File: src/rtl/mem_req_arbiter_pkg.sv
// Shared types and constants for the two-port block-refill memory arbiter.
package mem_arb_pkg;

  localparam int MEM_ARB_PORTS     = 2;
  localparam int MEM_ARB_BURST_LEN = 4;

  function automatic int beat_width(input int burst_len);
    return (burst_len > 1) ? $clog2(burst_len) : 1;
  endfunction

  localparam int BEAT_W = beat_width(MEM_ARB_BURST_LEN);

  typedef enum logic {
    IDLE  = 1'b0,
    BURST = 1'b1
  } mem_arb_state_t;

endpackage

File: src/rtl/mem_req_arbiter_if.sv
// Requester and memory-side signals of the arbiter; master = arbiter, slave = requesters/memory.
interface mem_req_arbiter_if
  import mem_arb_pkg::*;
#(
  parameter int ADDR_WIDTH = 32,
  parameter int DATA_WIDTH = 32
) ();

  logic [MEM_ARB_PORTS-1:0]            req_valid;
  logic [MEM_ARB_PORTS-1:0]            req_ready;
  logic [MEM_ARB_PORTS*ADDR_WIDTH-1:0] req_addr;
  logic [MEM_ARB_PORTS-1:0]            rsp_valid;
  logic [DATA_WIDTH-1:0]               rsp_data;
  logic                                rsp_last;
  logic                                mem_req_valid;
  logic [ADDR_WIDTH-1:0]               mem_req_addr;
  logic                                mem_req_ready;
  logic [DATA_WIDTH-1:0]               mem_req_rdata;

  modport master (
    input  req_valid, req_addr, mem_req_ready, mem_req_rdata,
    output req_ready, rsp_valid, rsp_data, rsp_last, mem_req_valid, mem_req_addr
  );

  modport slave (
    output req_valid, req_addr, mem_req_ready, mem_req_rdata,
    input  req_ready, rsp_valid, rsp_data, rsp_last, mem_req_valid, mem_req_addr
  );

endinterface

File: src/rtl/mem_req_arbiter_pick.sv
// Combinational 2-way one-hot grant; i_prio names the port that wins when both request.
module mem_arb_pick
  import mem_arb_pkg::*;
(
  input  logic [MEM_ARB_PORTS-1:0] i_req_valid,
  input  logic                     i_prio,
  output logic [MEM_ARB_PORTS-1:0] o_grant
);

  always_comb begin
    o_grant = '0;
    case (i_req_valid)
      2'b01:   o_grant = 2'b01;
      2'b10:   o_grant = 2'b10;
      2'b11:   o_grant = i_prio ? 2'b10 : 2'b01;
      default: o_grant = '0;
    endcase
  end

endmodule

File: src/rtl/mem_req_arbiter.sv
// Grants one block burst of BURST_LEN word reads to one of two requesters; responses return 1 cycle after each memory ready.
// Optional MEM_ARB_ROUND_ROBIN_EN alternates priority after each burst; otherwise port 0 has fixed priority.
module mem_req_arbiter
  import mem_arb_pkg::*;
#(
  parameter int BURST_LEN  = MEM_ARB_BURST_LEN,
  parameter int ADDR_WIDTH = 32,
  parameter int DATA_WIDTH = 32
) (
  input  logic              clk,
  input  logic              reset,
  mem_req_arbiter_if.master io
);

  localparam int                     BEAT_BITS = beat_width(BURST_LEN);
  localparam int                     LOW_BITS  = $clog2(BURST_LEN) + 2;
  localparam logic [BEAT_BITS-1:0]   LAST_BEAT = BEAT_BITS'(BURST_LEN - 1);
  localparam logic [ADDR_WIDTH-1:0]  BASE_MASK = {ADDR_WIDTH{1'b1}} << LOW_BITS;

  mem_arb_state_t                r_state;
  logic                          r_owner;
  logic [BEAT_BITS-1:0]          r_beat;
  logic [ADDR_WIDTH-1:0]         r_base;
  logic [ADDR_WIDTH-1:0]         r_mem_addr;
  logic                          r_mem_valid;
  logic [MEM_ARB_PORTS-1:0]      r_rsp_valid;
  logic [DATA_WIDTH-1:0]         r_rsp_data;
  logic                          r_rsp_last;
`ifdef MEM_ARB_ROUND_ROBIN_EN
  logic                          r_rr;
`endif

  logic                          w_prio;
  logic [MEM_ARB_PORTS-1:0]      w_pick;
  logic [MEM_ARB_PORTS-1:0]      w_grant;
  logic [ADDR_WIDTH-1:0]         w_sel_addr;
  logic [ADDR_WIDTH-1:0]         w_next_addr;
  logic [BEAT_BITS-1:0]          w_next_beat;
  logic                          w_last_beat;

`ifdef MEM_ARB_ROUND_ROBIN_EN
  assign w_prio = r_rr;
`else
  assign w_prio = 1'b0;
`endif

  mem_arb_pick u_pick (
    .i_req_valid (io.req_valid),
    .i_prio      (w_prio),
    .o_grant     (w_pick)
  );

  // Grant is gated by reset so every output reads 0 the moment reset asserts.
  assign w_grant     = (r_state == IDLE && !reset) ? w_pick : '0;
  assign w_sel_addr  = w_grant[1] ? io.req_addr[ADDR_WIDTH +: ADDR_WIDTH]
                                  : io.req_addr[0 +: ADDR_WIDTH];
  assign w_last_beat = (r_beat == LAST_BEAT);
  assign w_next_beat = r_beat + 1'b1;
  // Base has the beat field cleared, so OR-ing the offset can never carry upward.
  assign w_next_addr = r_base | ADDR_WIDTH'({w_next_beat, 2'b00});

  always_ff @(posedge clk or posedge reset) begin
    if (reset) begin
      r_state     <= IDLE;
      r_owner     <= 1'b0;
      r_beat      <= '0;
      r_base      <= '0;
      r_mem_addr  <= '0;
      r_mem_valid <= 1'b0;
      r_rsp_valid <= '0;
      r_rsp_data  <= '0;
      r_rsp_last  <= 1'b0;
`ifdef MEM_ARB_ROUND_ROBIN_EN
      r_rr        <= 1'b0;
`endif
    end else begin
      r_rsp_valid <= '0;
      r_rsp_last  <= 1'b0;
      case (r_state)
        IDLE: begin
          if (|w_grant) begin
            r_owner     <= w_grant[1];
            r_base      <= w_sel_addr & BASE_MASK;
            r_mem_addr  <= w_sel_addr & BASE_MASK;
            r_beat      <= '0;
            r_mem_valid <= 1'b1;
            r_state     <= BURST;
          end
        end
        BURST: begin
          if (io.mem_req_ready) begin
            r_rsp_data  <= io.mem_req_rdata;
            r_rsp_valid <= r_owner ? 2'b10 : 2'b01;
            r_rsp_last  <= w_last_beat;
            if (w_last_beat) begin
              r_state     <= IDLE;
              r_mem_valid <= 1'b0;
              r_mem_addr  <= '0;
              r_beat      <= '0;
`ifdef MEM_ARB_ROUND_ROBIN_EN
              r_rr        <= ~r_owner;
`endif
            end else begin
              r_beat      <= w_next_beat;
              r_mem_addr  <= w_next_addr;
            end
          end
        end
        default: r_state <= IDLE;
      endcase
    end
  end

  assign io.req_ready     = w_grant;
  assign io.rsp_valid     = r_rsp_valid;
  assign io.rsp_data      = r_rsp_data;
  assign io.rsp_last      = r_rsp_last;
  assign io.mem_req_valid = r_mem_valid;
  assign io.mem_req_addr  = r_mem_addr;

endmodule

File: src/flat_wrapper.sv
// flat-port wrapper written by rule: the top's interface ports become plain ports
module mem_req_arbiter_flat import mem_arb_pkg::*;
#(
  parameter int BURST_LEN  = MEM_ARB_BURST_LEN,
  parameter int ADDR_WIDTH = 32,
  parameter int DATA_WIDTH = 32
)
  (clk, reset, io_req_valid, io_req_addr, io_mem_req_ready, io_mem_req_rdata, io_req_ready, io_rsp_valid, io_rsp_data, io_rsp_last, io_mem_req_valid, io_mem_req_addr);
  mem_req_arbiter_if #(.ADDR_WIDTH(ADDR_WIDTH), .DATA_WIDTH(DATA_WIDTH)) io_i ();
  input  logic clk;
  input  logic reset;
  input wire logic [$bits(io_i.req_valid)-1:0] io_req_valid;
  input wire logic [$bits(io_i.req_addr)-1:0] io_req_addr;
  input wire logic [$bits(io_i.mem_req_ready)-1:0] io_mem_req_ready;
  input wire logic [$bits(io_i.mem_req_rdata)-1:0] io_mem_req_rdata;
  output wire logic [$bits(io_i.req_ready)-1:0] io_req_ready;
  output wire logic [$bits(io_i.rsp_valid)-1:0] io_rsp_valid;
  output wire logic [$bits(io_i.rsp_data)-1:0] io_rsp_data;
  output wire logic [$bits(io_i.rsp_last)-1:0] io_rsp_last;
  output wire logic [$bits(io_i.mem_req_valid)-1:0] io_mem_req_valid;
  output wire logic [$bits(io_i.mem_req_addr)-1:0] io_mem_req_addr;
  assign io_i.req_valid = io_req_valid;
  assign io_i.req_addr = io_req_addr;
  assign io_i.mem_req_ready = io_mem_req_ready;
  assign io_i.mem_req_rdata = io_mem_req_rdata;
  assign io_req_ready = io_i.req_ready;
  assign io_rsp_valid = io_i.rsp_valid;
  assign io_rsp_data = io_i.rsp_data;
  assign io_rsp_last = io_i.rsp_last;
  assign io_mem_req_valid = io_i.mem_req_valid;
  assign io_mem_req_addr = io_i.mem_req_addr;
  mem_req_arbiter #(.BURST_LEN(BURST_LEN), .ADDR_WIDTH(ADDR_WIDTH), .DATA_WIDTH(DATA_WIDTH)) u_core (.clk(clk), .reset(reset), .io(io_i));
endmodule
File: config.mk
export PLATFORM = sky130hd
export DESIGN_NAME = mem_req_arbiter_flat
export DESIGN_NICKNAME = d
export VERILOG_FILES = /design/src/rtl/mem_req_arbiter_pkg.sv /design/src/rtl/mem_req_arbiter_if.sv /design/src/rtl/mem_req_arbiter_pick.sv /design/src/rtl/mem_req_arbiter.sv /design/src/flat_wrapper.sv
export SDC_FILE = /design/constraint.sdc
export NUM_CORES = 1
export LEC_CHECK = 0
export ABC_AREA = 0
export CORE_MARGIN = 4
export CORE_UTILIZATION = 40
export CTS_BUF_LIST = sky130_fd_sc_hd__clkbuf_4
export DETAILED_ROUTE_END_ITERATION = 7
export DONT_BUFFER_PORTS = 1
export PLACE_DENSITY_LB_ADDON = 0.3
export SLEW_MARGIN = 0
export SYNTH_ARGS = -nofsm -noshare
export SYNTH_HDL_FRONTEND = slang
export SYNTH_SLANG_ARGS = --single-unit
File: constraint.sdc
create_clock -name clk -period 3.65 [get_ports clk]
set_input_delay 0.73 -clock clk [delete_from_list [all_inputs] [get_ports clk]]
set_output_delay 0.73 -clock clk [all_outputs]
set_load 0.02 [all_outputs]
==> flow_summary.yaml, run 1 <==
route:
  wl_met3_um: 797
  wl_per_cell_um: 21.94
  dr_wl_met2_um: 5333
  drt_pass1_iterations: 4
  ant_nets: 0
  via_per_inst: 5.998
  via_count: 2903
  met1_length_um: 4349
  drt-initial-drc-count: 189
  route.detailed.drc: 0
  topRoutingLayerUsed: "met4"
  totalWireLength_um: 10620
floorplanning:
  initial_core_util_pct: 40.95
  die-area_um2: 12850
  die_y_um: 113.3
  ios: 171
  core_um2: 10840
  fp-row-count: 38
  die_w_um: 113.3
finish:
  final_common_cell: "dfrtp_1"
  ff_latch_area_um2: 2402
  fin_cells: 484
  final_cell_mix: "dfrtp_1 (96), o211ai_1 (35), mux2_2 (32)"
  fillers: 1033
  multi_input_area_um2: 1852
  drive_above_1_share_pct: 24.42
  stdcell_area_um2: 4622
  nNetsFinal: 441
  syn2layout_area_growth_pct: 4.115
  antenna_cells: 0
clocking:
  cts_buffers: 9
  clock-sinks: 96
  clockRootBuffer: "clkbuf_4"
  cts_setup_buffers: 0
  cts_hold_buf: 0
  cts_tree: "done"
  clock_path_buffers: 2
  insertion_delay_ps: 440
  clkTransAtPathRegs_ps: 160
  cts_resized: 0
  htreeDepth: 3
flow_run:
  drv_cap: 0
logic_synthesis:
  avgSynthCellArea_um2: 12.33
  synth_top_family_by_area: "compound AO/OA/AOI/OAI gates"
  syn-instance-count: 360
  ys_warn_count: 0
  muxShareOfSynthArea_pct: 14.43
  ys_types: 24
  ys_ff_latch: 96
  synthAdderAreaFrac_pct: 0.2818
  syn-cell-area_um2: 4439
  synthSimpleGateAreaFrac_pct: 7.413
  synth-compound-area-share_pct: 18.94
  synth_xor_area_share_pct: 0
  yosysSeqAreaShare_pct: 54.11
placed_design:
  place_inst: 468
  postPlaceCellArea_um2: 4496
  hpwl_um: 6661
  port_buffers: 0
  place_congestion: 0.6962
worst_hold_path:
  hp-class: "in2async"
worst_setup_path:
  worstRegToRegCells: 3
  cp.required_ps: 2920
  start_kind: "flip-flop"
  cp.arrival_ps: 1730
  cp-end-kind: "primary output"
  cp_max_fo: 30
  path_class: "reg2out"
sta:
  setup_viol: 0
  fin_tns_setup_ps: 0
  relSlewSlack_pct: 16.41
  post-route-period-util_pct: 67.49
  fin_skew_ps: 13.80
  fin_crit_ps: 2464
  drv_slew: 0
  worstMarginPinSlew_ps: 1251
  fmax_mhz: 405.9
  rsz0062_at_grt: "false"
  finalHoldViolCount: 0
global_route:
  grt_pass1_vias: 3013
  antenna_found_initial: 0
  grt-ovfl-total: 0
  grt_max_degree: 57
  grt_use_total_pct: 16.49
  grt_pass1_wl_um: 16940
power_and_ir_drop:
  p_leak_nw: 1.831
  ir_drop_uv: 288.9
  power_density_nw_per_um2: 806.1
run_status:
  outcome: "finished, final reports clean"
## where the power goes
part	internal [W]	switching [W]
Clock	0.000154	0.000389
Sequential	0.00151	0.000676
Combinational	0.000470	0.000528
Total	0.00213	0.00159
## flip-flops by register name, indices dropped and copies added (netlist names)
register	count
u_core.io.mem_req_addr	29
u_core.io.mem_req_valid	1
u_core.io.rsp_data	32
u_core.io.rsp_last	1
u_core.io.rsp_valid	2
u_core.r_base	28
u_core.r_beat	1
u_core.r_owner	1
u_core.r_state	1
## area by class of cell
cell class,instances,share of cell area (%)
Clock buffer,9,1.462
Clock inverter,7,1.272
Inverter,3,0.2978
Multi-Input combinational cell,222,40.07
Sequential cell,96,51.98
Tap cell,140,3.790
Timing Repair Buffer,7,1.137
## per-stage QoR
stage	setup slack, ps	power (W)	utilization [%]	hold slack [ps]
floorplan	414.6	0.002967	-	418.5
global placement	1308	0.003182	41.47	436.7
detailed placement	1290	0.003232	41.47	442.4
CTS	1130	0.003781	42.64	191.5
global route	1045	0.003977	42.64	194.6
finish	1186	0.003726	42.64	210.7
## cells in the mapped netlist
cell type	instances	area share (%)
dfrtp_1	96	54
o211ai_1	35	5.9
mux2_2	32	8.1
o21ai_0	29	3.3
o21ai_1	29	3.3
mux2i_1	28	6.3
nand4b_1	28	5.5
clkbuf_1	24	2.0
o211ai_2	21	5.9
buf_2	9	1.0
nand2_1	5	0.42
buf_6	4	1.0
and3_1	3	0.42
inv_1	3	0.25
nor2_1	3	0.25
a31o_2	2	0.39
buf_4	2	0.34
a21o_1	1	0.17
buf_1	1	0.084
conb_1	1	0.084
ha_1	1	0.28
nor3_1	1	0.11
nor4b_4	1	0.54
or2_1	1	0.14
## worst paths after layout
path,from,slack (ps),to
max reg2reg,u_core.r_beat[0],1630,u_core.io.mem_req_valid
max,u_core.r_state,1190,io_req_ready[1]
max in group asynchronous,reset,2660,u_core.r_base[22]
min reg2reg,u_core.r_owner,470,u_core.io.rsp_valid[0]
min in group clk,io_mem_req_rdata[11],420,u_core.io.rsp_data[11]
min,reset,210,u_core.r_base[31]
## critical path: stages, from the launching register on
cell and delay, ps:
dfrtp_1 470, nor4b_4 290, buf_4 540
## kinds of logic after synthesis
family | after synthesis
flip-flops | 96
buffers and inverters | 43
multiplexers | 60
adder cells (fa/ha/maj) | 1
AND/OR/NAND/NOR | 42
AO/OA/AOI/OAI | 117
other | 1
## routing by layer
metal,up-vias,track usage [%]
met5,-,0
met4,0,5.529
met3,9,4.920
met2,98,27.13
met1,1488,20.80
li1,1308,-
Note: power is estimated with default switching activity, not from simulation.
==> run 2, diff against run 1 <==
==> constraint.sdc (replaced) <==
create_clock -name clk -period 2.4 [get_ports clk]
set_input_delay 0.48 -clock clk [delete_from_list [all_inputs] [get_ports clk]]
set_output_delay 0.48 -clock clk [all_outputs]
set_load 0.02 [all_outputs]
==> flow_summary.yaml, run 2 (synthesized netlist as in run 1, its figures left out) <==
finish:
  syn2layout_area_growth_pct: 6.229
  drive_above_1_share_pct: 24.86
  largest_register_ffs: 32
  fin_util_pct: 43.50
  final_common_cell: "dfrtp_1"
  final_cell_mix: "dfrtp_1 (96), o211ai_1 (35), mux2_2 (32)"
  nNetsFinal: 443
  fillers: 1039
route:
  via_per_inst: 6.078
  wl_per_cell_um: 21.51
  via_count: 2960
  ant_nets: 0
  drt_pass1_iterations: 4
  drt-initial-drc-count: 146
  route.detailed.drc: 0
  totalWireLength_um: 10470
run_status:
  violations: "negative hold slack"
  outcome: "finished with violations"
global_route:
  grt-ovfl-total: 0
  antenna_found_initial: 0
  grt_max_degree: 97
  grt_pass1_wl_um: 16370
  grt_pass1_vias: 3097
  grt_use_total_pct: 15.91
sta:
  post-route-period-util_pct: 85.92
  fin_tns_setup_ps: 0
  worstMarginPinSlew_ps: 999.3
  fin_crit_ps: 2062
  rsz0062_at_grt: "false"
  whs_ps: -20.31
  fin_skew_ps: 13.19
  drv_slew: 0
  setup_viol: 0
  relSlewSlack_pct: 33.13
  finalHoldViolCount: 14
  fmax_mhz: 484.9
floorplanning:
  die-area_um2: 12850
  core_um2: 10840
  die_y_um: 113.3
  die_w_um: 113.3
  initial_core_util_pct: 40.95
  ios: 171
  fp-row-count: 38
placed_design:
  hpwl_um: 6561
  place_congestion: 0.7222
  port_buffers: 0
power_and_ir_drop:
  pwr-share-clk_pct: 16.0
  ir_drop_uv: 466.3
  power_density_nw_per_um2: 1231
  p_leak_nw: 1.864
  internal-power_w: 0.003374
  p_seq_share_pct: 57.4
  power_switching_w: 0.002434
  p_comb_share_pct: 26.6
  switching_share_pct: 41.91
worst_setup_path:
  path_cells: "nor4b_4 -> buf_12"
  cp_slowest_cell: "dfrtp_1"
  start_kind: "flip-flop"
  cp_num_buf_inv: 1
  cp_max_fo: 30
  cp.required_ps: 1920
  cp-end-kind: "primary output"
  path_class: "reg2out"
  cpPeakStageDelay_ps: 480
  crit_family: "flip-flops"
  cp.arrival_ps: 1580
clocking:
  cts_resized: 0
  clockRootBuffer: "clkbuf_4"
  cts_tree: "done"
  clock_path_buffers: 2
  htreeDepth: 3
  cts_setup_buffers: 0
  cts_buffers: 9
  cts_hold_buf: 0
  clkTransAtPathRegs_ps: 160
  insertion_delay_ps: 460
  clock-sinks: 96
flow_run:
  drv_cap: 0
worst_hold_path:
  hp-class: "in2async"
-- run 2: cell count changes in the layout (fill, tap and decap cells not counted) --
cell / before / now
clkinv_2: 1 / 0
buf_4: 7 / 5
clkinv_4: 0 / 1
inv_4: 1 / 0
bufinv_16: 0 / 1
clkinvlp_4: 1 / 2
diode_2: 0 / 1
inv_6: 4 / 3
buf_12: 0 / 4
-- run 2: metrics by stage --
step	power, W	hold slack [ps]	setup slack, ps	std cells	area, um^2
2_1_floorplan	0.004513	418.5	786.3	361	4447
3_3_place_gp	0.004874	432.0	583.3	470	4562
3_5_place_dp	0.004950	437.8	570.2	470	4562
4_1_cts	0.005884	11.49	280.7	486	4713
5_1_grt	0.006164	27.50	250.7	486	4713
6_report	0.005807	-20.31	337.9	487	4716
-- run 2: worst paths after layout --
kind / start / endpoint / slack [ps] / cells past startpoint
setup / recovery: u_core.r_state / io_req_ready[1] / 340 / 2
max in group asynchronous: reset / u_core.r_base[18] / 1970 / 2
hold reg to reg: u_core.r_owner / u_core.io.rsp_valid[0] / 450 / 1
setup reg to reg: u_core.r_state / u_core.io.mem_req_addr[30] / 600 / 3
min in group clk: io_mem_req_rdata[13] / u_core.io.rsp_data[13] / 160 / 1
hold / removal: reset / u_core.r_state / -20 / 2
-- run 2: power by group through the flow --
stage	Sequential (W)	Combinational [W]	Clock, W
final	0.00333	0.00154	0.000930
after global routing	0.00341	0.00173	0.00103
after CTS	0.00335	0.00157	0.000968
after detailed placement	0.00338	0.00157	0
after global placement	0.00336	0.00151	0
after floorplan	0.00320	0.00131	0
-- run 2: metal layers --
metal  vias up  part of all wire [%]  wire length [um]  global-route usage [%]
li1       1328                     -                 -                       -
met1      1509                    40              4233                   19.59
met2       111                    51              5386                   27.21
met3        12                   6.3               662                   2.888
met4         0                   1.8               192                   7.131
met5         -                     0                 0                       0
-- run 2: final cells by class --
class	count	area (um^2)	area share (%)
sequential	96	2402	50.94
inverter	3	15.01	0.3184
antenna	1	2.502	0.05306
timing repair buffer	9	117.6	2.494
clock buffer	9	67.56	1.433
clock inverter	7	83.83	1.778
tap	140	175.2	3.715
multi-input combinational	222	1852	39.27
==> run 3, diff against run 2 <==
--- a/config.mk
+++ b/config.mk
@@ -12,6 +12,7 @@
 export DETAILED_ROUTE_END_ITERATION = 7
 export DONT_BUFFER_PORTS = 1
 export PLACE_DENSITY_LB_ADDON = 0.3
+export REMOVE_ABC_BUFFERS = 1
 export SLEW_MARGIN = 0
 export SYNTH_ARGS = -nofsm -noshare
 export SYNTH_HDL_FRONTEND = slang
==> flow_summary.yaml, run 3 (synthesized netlist as in run 1, its figures left out) <==
run_status:
  outcome: "finished, final reports clean"
finish:
  final_cell_mix: "dfrtp_1 (96), o211ai_1 (35), mux2_2 (32)"
  drive_above_1_share_pct: 24.50
  syn2layout_area_growth_pct: 5.919
  fin_util_pct: 43.37
  fin_cells: 487
  antenna_cells: 0
  nNetsFinal: 444
  final_common_cell: "dfrtp_1"
  largest_register_ffs: 32
worst_setup_path:
  path_class: "reg2out"
  start_kind: "flip-flop"
  cp_max_fo: 20
  cp-end-kind: "primary output"
  cp.required_ps: 1920
  cp.arrival_ps: 1580
global_route:
  grt_pass1_wl_um: 17280
  grt-ovfl-total: 0
  grt_use_total_pct: 17.04
  antenna_found_initial: 0
  grt_pass1_vias: 3139
  grt_max_degree: 61
floorplanning:
  initial_core_util_pct: 40.95
  ios: 171
  fp-row-count: 38
  die_y_um: 113.3
  die-area_um2: 12850
  core_um2: 10840
  die_w_um: 113.3
sta:
  fin_crit_ps: 2056
  drv_slew: 0
  finalHoldViolCount: 0
  setup_viol: 0
  post-route-period-util_pct: 85.68
  rsz0062_at_grt: "false"
  fmax_mhz: 486.3
  fin_skew_ps: 10.30
  relSlewSlack_pct: 32.10
  worstMarginPinSlew_ps: 1018
  fin_tns_setup_ps: 0
  whs_ps: 180.5
clocking:
  clockRootBuffer: "clkbuf_4"
  cts_tree: "done"
  clkTransAtPathRegs_ps: 140
  cts_buffers: 9
  clock-sinks: 96
  htreeDepth: 3
  cts_hold_buf: 1
  clock_path_buffers: 2
  insertion_delay_ps: 440
  cts_setup_buffers: 0
  cts_resized: 0
placed_design:
  place_inst: 470
  hpwl_um: 6912
  place_congestion: 0.7265
  port_buffers: 0
route:
  ant_nets: 0
  drt_pass1_iterations: 4
  via_count: 2980
  drt-initial-drc-count: 248
  via_per_inst: 6.119
  wl_per_cell_um: 22.14
  totalWireLength_um: 10780
  route.detailed.drc: 0
power_and_ir_drop:
  p_leak_nw: 1.869
  power_density_nw_per_um2: 1204
  ir_drop_uv: 616.4
worst_hold_path:
  hp-class: "in2reg"
flow_run:
  drv_cap: 0
[run 3: changes by cell type in the layout (fill, tap and decap cells not counted), sizes merged]
cell         previous run  this run
clkinv                  1         5
inv                     6         3
clkbuf                  9        11
clkinvlp                2         0
bufinv                  1         0
diode                   1         0
dlygate4sd3             0         1
[run 3: per-layer routing]
layer,part of all wire [%],routed length (um),track usage [%],vias up
li1,-,-,-,1315
met1,44,4697,21.75,1492
met2,44,4697,25.59,162
met3,11,1214,7.326,11
met4,1.6,172,6.731,0
met5,0,0,0,-
[run 3: where the power goes]
part	switching, W	internal [W]
clock network	0.000514	0.000227
logic	0.000817	0.000763
registers	0.00104	0.00230
[run 3: per-stage QoR]
step	instance area, um^2	total power (W)	setup WS [ps]
3_3_place_gp	4586	0.004899	659.0
2_1_floorplan	4244	0.004437	-1177
6_report	4702	0.005662	343.6
5_1_grt	4702	0.006040	246.1
3_5_place_dp	4586	0.004977	619.2
4_1_cts	4702	0.005738	288.9
[run 3: critical path: stages, from the launching register on]
cell and delay [ps]:
dfrtp_1 480, nor4b_4 400, buf_12 250
[run 3: path summary, 6_finish.rpt]
kind	start	to	slack, ps	cells after the start
min in group asynchronous	reset	u_core.io.rsp_valid[1]	600	2
worst min register to register	u_core.r_owner	u_core.io.rsp_valid[0]	460	1
worst min-delay path	io_mem_req_rdata[4]	u_core.io.rsp_data[4]	180	1
worst max register to register	u_core.r_state	u_core.io.mem_req_addr[30]	590	3
max in group asynchronous	reset	u_core.io.mem_req_addr[15]	1090	3
worst max-delay path	u_core.r_state	io_req_ready[1]	340	2
[run 3: cell type report]
| cell class | instances | area [um^2] |
|---|---|---|
| clock buffers | 11 | 82.58 |
| clock inverters | 5 | 23.77 |
| fillers | 1020 | 6138 |
| inverters | 3 | 13.76 |
| multi-input cells | 222 | 1852 |
| flip-flops and latches | 96 | 2402 |
| well taps | 140 | 175.2 |
| repair buffers | 10 | 152.6 |
